[src/rtl/bcd_time_keeper_pkg.sv]
// Shared definitions for the BCD time keeper: mode and field encodings,
// per-field BCD limits, and the field-select rotation helper.
package bcd_time_keeper_pkg;

  typedef enum logic {
    RUN = 1'b0,
    SET = 1'b1
  } mode_e;

  localparam logic [1:0] FIELD_SEC  = 2'd0;
  localparam logic [1:0] FIELD_MIN  = 2'd1;
  localparam logic [1:0] FIELD_HOUR = 2'd2;

  localparam logic [3:0] SEC_MAX_MSB  = 4'd5;
  localparam logic [3:0] SEC_MAX_LSB  = 4'd9;
  localparam logic [3:0] MIN_MAX_MSB  = 4'd5;
  localparam logic [3:0] MIN_MAX_LSB  = 4'd9;
  localparam logic [3:0] HOUR_MAX_MSB = 4'd2;
  localparam logic [3:0] HOUR_MAX_LSB = 4'd3;

  // Selection rotates hour -> min -> sec -> hour; the unused code 3 recovers to hour.
  function automatic logic [1:0] next_field(input logic [1:0] f);
    case (f)
      FIELD_HOUR: next_field = FIELD_MIN;
      FIELD_MIN:  next_field = FIELD_SEC;
      default:    next_field = FIELD_HOUR;
    endcase
  endfunction

endpackage

[src/rtl/bcd_time_keeper_if.sv]
// Button/display bus of the time keeper.
//   master: drives the button pulses, observes mode, field select and digits
//   slave : the time keeper itself
interface bcd_time_keeper_if;

  logic       set_toggle;
  logic       field_next;
  logic       inc;
  logic       settime;
  logic [1:0] sel_field;
  logic [3:0] secMSB;
  logic [3:0] secLSB;
  logic [3:0] minMSB;
  logic [3:0] minLSB;
  logic [3:0] hourMSB;
  logic [3:0] hourLSB;
  logic       sec_tick;

  modport master (
    output set_toggle, field_next, inc,
    input  settime, sel_field, secMSB, secLSB, minMSB, minLSB,
           hourMSB, hourLSB, sec_tick
  );

  modport slave (
    input  set_toggle, field_next, inc,
    output settime, sel_field, secMSB, secLSB, minMSB, minLSB,
           hourMSB, hourLSB, sec_tick
  );

endinterface

[src/rtl/bcd_time_keeper_bcd_mod_counter.sv]
// Two-digit BCD modulo counter, wrapping from MAX_MSB:MAX_LSB to 00.
//   clk, reset : clock, synchronous active-high reset
//   en         : gates any update this cycle
//   carry_in   : increment request
//   msb, lsb   : registered BCD digits
//   carry_out  : at maximum while an increment is requested
module bcd_mod_counter #(
  parameter logic [3:0] MAX_MSB = 4'd5,
  parameter logic [3:0] MAX_LSB = 4'd9
) (
  input  logic       clk,
  input  logic       reset,
  input  logic       en,
  input  logic       carry_in,
  output logic [3:0] msb,
  output logic [3:0] lsb,
  output logic       carry_out
);

  logic at_max;

  assign at_max    = (msb == MAX_MSB) && (lsb == MAX_LSB);
  assign carry_out = at_max && carry_in;

  // Digit update: wrap at the field maximum, otherwise ordinary BCD increment.
  always_ff @(posedge clk) begin
    if (reset) begin
      msb <= 4'd0;
      lsb <= 4'd0;
    end else if (en && carry_in) begin
      if (at_max) begin
        msb <= 4'd0;
        lsb <= 4'd0;
      end else if (lsb == 4'd9) begin
        msb <= msb + 4'd1;
        lsb <= 4'd0;
      end else begin
        lsb <= lsb + 4'd1;
      end
    end
  end

endmodule

[src/rtl/bcd_time_keeper.sv]
// 24-hour hh:mm:ss BCD time keeper with a freeze-and-edit SET mode.
//   clk, reset : system clock, synchronous active-high reset
//   bus        : button pulses in; settime, sel_field, six BCD digits and
//                the one-second sec_tick pulse out (all registered)
module bcd_time_keeper
  import bcd_time_keeper_pkg::*;
#(
  parameter int unsigned TICK_DIV = 100_000_000
) (
  input  logic               clk,
  input  logic               reset,
  bcd_time_keeper_if.slave   bus
);

  localparam int unsigned PRESC_W = (TICK_DIV > 1) ? $clog2(TICK_DIV) : 1;

  mode_e              mode;
  logic [1:0]         sel;
  logic [PRESC_W-1:0] presc;
  logic               sec_tick_q;

  logic tick_c;
  logic run_c;
  logic cnt_en_c;
  logic sec_cin_c, min_cin_c, hour_cin_c;
  logic sec_co_c, min_co_c;
  logic hour_carry_unused;

  logic [3:0] sec_msb, sec_lsb, min_msb, min_lsb, hour_msb, hour_lsb;

  assign run_c  = (mode == RUN);
  assign tick_c = run_c && (presc == PRESC_W'(TICK_DIV - 1));

  // A set_toggle cycle freezes the digits: it discards a coinciding tick in
  // RUN and an inc in SET.
  assign cnt_en_c = !bus.set_toggle;

  // Increment sources: tick ripple chain in RUN, per-field inc (no carry) in SET.
  assign sec_cin_c  = run_c ? tick_c   : (bus.inc && (sel == FIELD_SEC));
  assign min_cin_c  = run_c ? sec_co_c : (bus.inc && (sel == FIELD_MIN));
  assign hour_cin_c = run_c ? min_co_c : (bus.inc && (sel == FIELD_HOUR));

  // Mode FSM, prescaler, field select and tick pulse.
  always_ff @(posedge clk) begin
    if (reset) begin
      mode       <= RUN;
      sel        <= FIELD_HOUR;
      presc      <= '0;
      sec_tick_q <= 1'b0;
    end else begin
      sec_tick_q <= tick_c && !bus.set_toggle;
      case (mode)
        RUN: begin
          if (bus.set_toggle) begin
            mode  <= SET;
            sel   <= FIELD_HOUR;
            presc <= '0;
          end else if (tick_c) begin
            presc <= '0;
          end else begin
            presc <= presc + PRESC_W'(1);
          end
        end
        SET: begin
          presc <= '0;
          if (bus.set_toggle) begin
            mode <= RUN;
          end else if (bus.field_next) begin
            sel <= next_field(sel);
          end
        end
        default: mode <= RUN;
      endcase
    end
  end

  bcd_mod_counter #(.MAX_MSB(SEC_MAX_MSB), .MAX_LSB(SEC_MAX_LSB)) u_sec (
    .clk       (clk),
    .reset     (reset),
    .en        (cnt_en_c),
    .carry_in  (sec_cin_c),
    .msb       (sec_msb),
    .lsb       (sec_lsb),
    .carry_out (sec_co_c)
  );

  bcd_mod_counter #(.MAX_MSB(MIN_MAX_MSB), .MAX_LSB(MIN_MAX_LSB)) u_min (
    .clk       (clk),
    .reset     (reset),
    .en        (cnt_en_c),
    .carry_in  (min_cin_c),
    .msb       (min_msb),
    .lsb       (min_lsb),
    .carry_out (min_co_c)
  );

  // Day rollover carry has no consumer.
  bcd_mod_counter #(.MAX_MSB(HOUR_MAX_MSB), .MAX_LSB(HOUR_MAX_LSB)) u_hour (
    .clk       (clk),
    .reset     (reset),
    .en        (cnt_en_c),
    .carry_in  (hour_cin_c),
    .msb       (hour_msb),
    .lsb       (hour_lsb),
    .carry_out (hour_carry_unused)
  );

  assign bus.settime   = (mode == SET);
  assign bus.sel_field = sel;
  assign bus.sec_tick  = sec_tick_q;
  assign bus.secMSB    = sec_msb;
  assign bus.secLSB    = sec_lsb;
  assign bus.minMSB    = min_msb;
  assign bus.minLSB    = min_lsb;
  assign bus.hourMSB   = hour_msb;
  assign bus.hourLSB   = hour_lsb;

endmodule

[src/flat_wrapper.sv]
// flat-port wrapper written by rule: the top's interface ports become plain ports
module bcd_time_keeper_flat import bcd_time_keeper_pkg::*;
#(
  parameter int unsigned TICK_DIV = 100_000_000
)
  (clk, reset, bus_set_toggle, bus_field_next, bus_inc, bus_settime, bus_sel_field, bus_secMSB, bus_secLSB, bus_minMSB, bus_minLSB, bus_hourMSB, bus_hourLSB, bus_sec_tick);
  bcd_time_keeper_if bus_i ();
  input  logic clk;
  input  logic reset;
  input wire logic [$bits(bus_i.set_toggle)-1:0] bus_set_toggle;
  input wire logic [$bits(bus_i.field_next)-1:0] bus_field_next;
  input wire logic [$bits(bus_i.inc)-1:0] bus_inc;
  output wire logic [$bits(bus_i.settime)-1:0] bus_settime;
  output wire logic [$bits(bus_i.sel_field)-1:0] bus_sel_field;
  output wire logic [$bits(bus_i.secMSB)-1:0] bus_secMSB;
  output wire logic [$bits(bus_i.secLSB)-1:0] bus_secLSB;
  output wire logic [$bits(bus_i.minMSB)-1:0] bus_minMSB;
  output wire logic [$bits(bus_i.minLSB)-1:0] bus_minLSB;
  output wire logic [$bits(bus_i.hourMSB)-1:0] bus_hourMSB;
  output wire logic [$bits(bus_i.hourLSB)-1:0] bus_hourLSB;
  output wire logic [$bits(bus_i.sec_tick)-1:0] bus_sec_tick;
  assign bus_i.set_toggle = bus_set_toggle;
  assign bus_i.field_next = bus_field_next;
  assign bus_i.inc = bus_inc;
  assign bus_settime = bus_i.settime;
  assign bus_sel_field = bus_i.sel_field;
  assign bus_secMSB = bus_i.secMSB;
  assign bus_secLSB = bus_i.secLSB;
  assign bus_minMSB = bus_i.minMSB;
  assign bus_minLSB = bus_i.minLSB;
  assign bus_hourMSB = bus_i.hourMSB;
  assign bus_hourLSB = bus_i.hourLSB;
  assign bus_sec_tick = bus_i.sec_tick;
  bcd_time_keeper #(.TICK_DIV(TICK_DIV)) u_core (.clk(clk), .reset(reset), .bus(bus_i));
endmodule
[config.mk]
export PLATFORM = sky130hd
export DESIGN_NAME = bcd_time_keeper_flat
export DESIGN_NICKNAME = d
export VERILOG_FILES = /design/src/rtl/bcd_time_keeper_pkg.sv /design/src/rtl/bcd_time_keeper_if.sv /design/src/rtl/bcd_time_keeper_bcd_mod_counter.sv /design/src/rtl/bcd_time_keeper.sv /design/src/flat_wrapper.sv
export SDC_FILE = /design/constraint.sdc
export NUM_CORES = 1
export LEC_CHECK = 0
export CORE_MARGIN = 4
export CORE_UTILIZATION = 40
export DETAILED_ROUTE_END_ITERATION = 7
export HOLD_SLACK_MARGIN = 0.06
export PLACE_DENSITY = 0.63
export SYNTH_ARGS = -nofsm -noshare
export SYNTH_HDL_FRONTEND = slang
export SYNTH_SLANG_ARGS = --single-unit
[constraint.sdc]
create_clock -name clk -period 5.8 [get_ports clk]
set_input_delay 1.16 -clock clk [delete_from_list [all_inputs] [get_ports clk]]
set_output_delay 1.16 -clock clk [all_outputs]
set_load 0.01 [all_outputs]
==> results by group <==
Status
  • Status: completed

Clock network
  • Root buf cell: clkbuf_8
  • Clock Sinks: 55
  • # hold bufs at CTS: 0
  • Reg clk slew, reported paths: 0.10 ns
  • Post-CTS Resized: 0
  • Clock tree buffer depth: 2
  • H-Tree Depth: 2
  • Post-CTS Setup Repair Bufs: 0
  • TritonCTS clock tree: done
  • Clk_lat worst skew: 0.31 ns
  • Total CTS buffers: 5

Placed design
  • RePlAce Congestion: 0.746
  • Post-DP HPWL: 3900 µm
  • PortBufs: 32
  • DP Cell Count: 445
  • DP Worst Slack: 2.45 ns
  • Placed cell areas: 0.00322 mm²

Worst setup path
  • Critical Path AT: 3.24 ns
  • Slowest-stage cell, CP: clkdlybuf4s50_1
  • Worst Path Required: 6.01 ns
  • Crit path launch type: input port
  • Critical path's top delay family: simple AND/OR/NAND/NOR gates
  • Critical path class: in2reg
  • Buf+Inv Stages, Crit Path: 1
  • CP Capture Type: flop
  • Worst-path maximum fanout: 13
  • Critical path's largest stage delay: 0.62 ns
  • Crit path cell chain: clkdlybuf4s50_1, nor2b_1, and4_1, nand4_1, o21ai_4, nand3_1, mux2_1

STA
  • Least-Margin Pin Slew: 0.840 ns
  • Max Fclk: 330 MHz
  • Hold Slack: 0.467 ns
  • RSZ-0062 raised after global routing: false
  • Final setup fails: 0
  • Final hold vios: 0
  • Worst-case clock skew: 0.0114 ns
  • Fin crit period: 3.03 ns
  • PnR worst setup slack: 2.77 ns
  • Slew HR: 0.439
  • Max-slew violations: 0
  • Tcrit/Tclk final: 0.523
  • Fin Setup TNS: 0 ns

Drt
  • ANT nets after route: 0
  • Drt pass-1 iters: 4
  • # DRC: 0
  • Drt initial violations: 108
  • Via Count: 2,268
  • Vias/cell: 5.01
  • Post-Route WL: 5440 µm
  • Wire per inst: 12.0 µm

Floorplanning
  • Starting Density: 0.414
  • CORE AREA: 0.00683 mm²
  • Die height: 92.1 µm
  • Num rows: 30
  • # IOs: 33
  • Chip width: 92.1 µm
  • Die area: 0.00849 mm²

Synth
  • Distinct cells, synth: 53
  • Seq/Total Area, Yosys: 0.389
  • Yosys warnings: 0
  • Post-synth EDFFs: 0
  • Synthesized area per cell: 8.66 µm²
  • Post-synthesis cell area: 0.00283 mm²
  • Post-synth ARST share: 0
  • Register bit total from synthesis: 55
  • Syn Inst Count: 327
  • Most used DFF post-synth: dfxtp_1
  • Net Count, Synth: 346

Final layout
  • Final Instance Area: 0.00330 mm²
  • Final core utilization: 0.484
  • Sequential cell area: 0.00110 mm²
  • Layout Nets: 375
  • Area taken by multi-input logic gates: 0.00163 mm²
  • Most frequent cells in the layout: 58 x nor2_1, 55 x dfxtp_1, 32 x clkdlybuf4s50_1
  • Fill count: 706
  • Most common cell after layout, fill and taps aside: nor2_1
  • Share of layout cells above drive strength 1: 0.0560
  • Fin cells: 453
  • Antenna diodes: 0
  • Area Growth Syn to Fin: 16.7%

Power and ir drop
  • Design Power: 0.617 mW
  • LEAKAGE: 1.13 nW
  • Pwr Density: 187 mW/mm²
  • Max IR drop VDD: 0.0966 mV

GRT
  • First-pass GRT wire length: 9600 µm
  • Vias in the first global route: 2,110
  • Gr ovfl total: 0
  • Initial antenna violation count: 0
  • GR Util All Layers: 0.137
  • Largest net degree at the start of global routing: 30

Job
  • Max-cap violation count: 0

Hold path
  • Hold WC Path Type: reg2reg
report_power, final:
group	internal [mW]	switching (mW)
Combinational	0.0105	0.0158
Sequential	0.380	0.00449
Clock	0.0852	0.121
Total	0.475	0.141
synth_stat cells (all sizes together), types with 2 or more instances:
| cell | number | share of area |
|---|---|---|
| or3 | 7 | 0.015 |
| dfxtp | 55 | 0.39 |
| a21oi | 12 | 0.025 |
| and4 | 5 | 0.015 |
| mux2i | 9 | 0.032 |
| a41oi | 2 | 0.0062 |
| and3b | 2 | 0.0062 |
| xnor2 | 12 | 0.037 |
| or2 | 2 | 0.0053 |
| nor2 | 58 | 0.077 |
| nor3 | 7 | 0.016 |
| ha | 14 | 0.062 |
| nor2b | 4 | 0.0088 |
| clkbuf | 6 | 0.0080 |
| nand2 | 25 | 0.033 |
| nand3 | 18 | 0.032 |
| inv | 13 | 0.017 |
| a31oi | 4 | 0.0088 |
| a311oi | 3 | 0.011 |
| xor2 | 15 | 0.046 |
| a21bo | 2 | 0.0071 |
| and3 | 7 | 0.015 |
| nor4 | 4 | 0.011 |
| nand4 | 11 | 0.030 |
| o21ai | 10 | 0.023 |
| buf | 5 | 0.012 |
logic make-up after synthesis:
kind of cell | count (synthesis) | synth area share
adder cells (fa/ha/maj) | 14 | 0.0619
AO/OA/AOI/OAI | 38 | 0.100
XOR/XNOR | 27 | 0.0835
multiplexers | 10 | 0.0358
AND/OR/NAND/NOR | 159 | 0.293
flip-flops | 55 | 0.389
buffers and inverters | 24 | 0.0371
per-layer routing:
layer | vias up | track usage | wire, µm
li1 | 1189 | - | -
met1 | 1046 | 0.184 | 2800
met2 | 27 | 0.215 | 2380
met3 | 6 | 0.0320 | 182
met4 | 0 | 0.0446 | 80
met5 | - | 0 | 0
worst paths after layout:
check | start | end | slack [ns] | cells after the start
min reg2reg | u_core.presc[0]$_SDFF_PP0_ | u_core.presc[0]$_SDFF_PP0_ | 0.47 | 1
max | bus_set_toggle | u_core.u_hour.msb[2]$_SDFFE_PP0P_ | 2.77 | 7
max reg2reg | u_core.presc[0]$_SDFF_PP0_ | u_core.presc[9]$_SDFF_PP0_ | 3.36 | 6
min | u_core.presc[0]$_SDFF_PP0_ | u_core.presc[0]$_SDFF_PP0_ | 0.47 | 1
sequential cells by signal, indices dropped and copies added (netlist names), 2 cells and up:
register,flops
u_core.bus.sel_field,2
u_core.u_hour.lsb,4
u_core.u_min.msb,4
u_core.u_min.lsb,4
u_core.u_hour.msb,4
u_core.presc,27
u_core.u_sec.msb,4
u_core.u_sec.lsb,4
final cells by class:
class                   instances  share of cell area
inverters                      13              0.0148
clock inverters                 1             0.00151
well taps                      96              0.0363
clock buffers                   7              0.0231
flip-flops and latches         55               0.333
multi-input cells             248               0.492
repair buffers                 33              0.0992
Note: power is estimated with default switching activity, not from simulation.
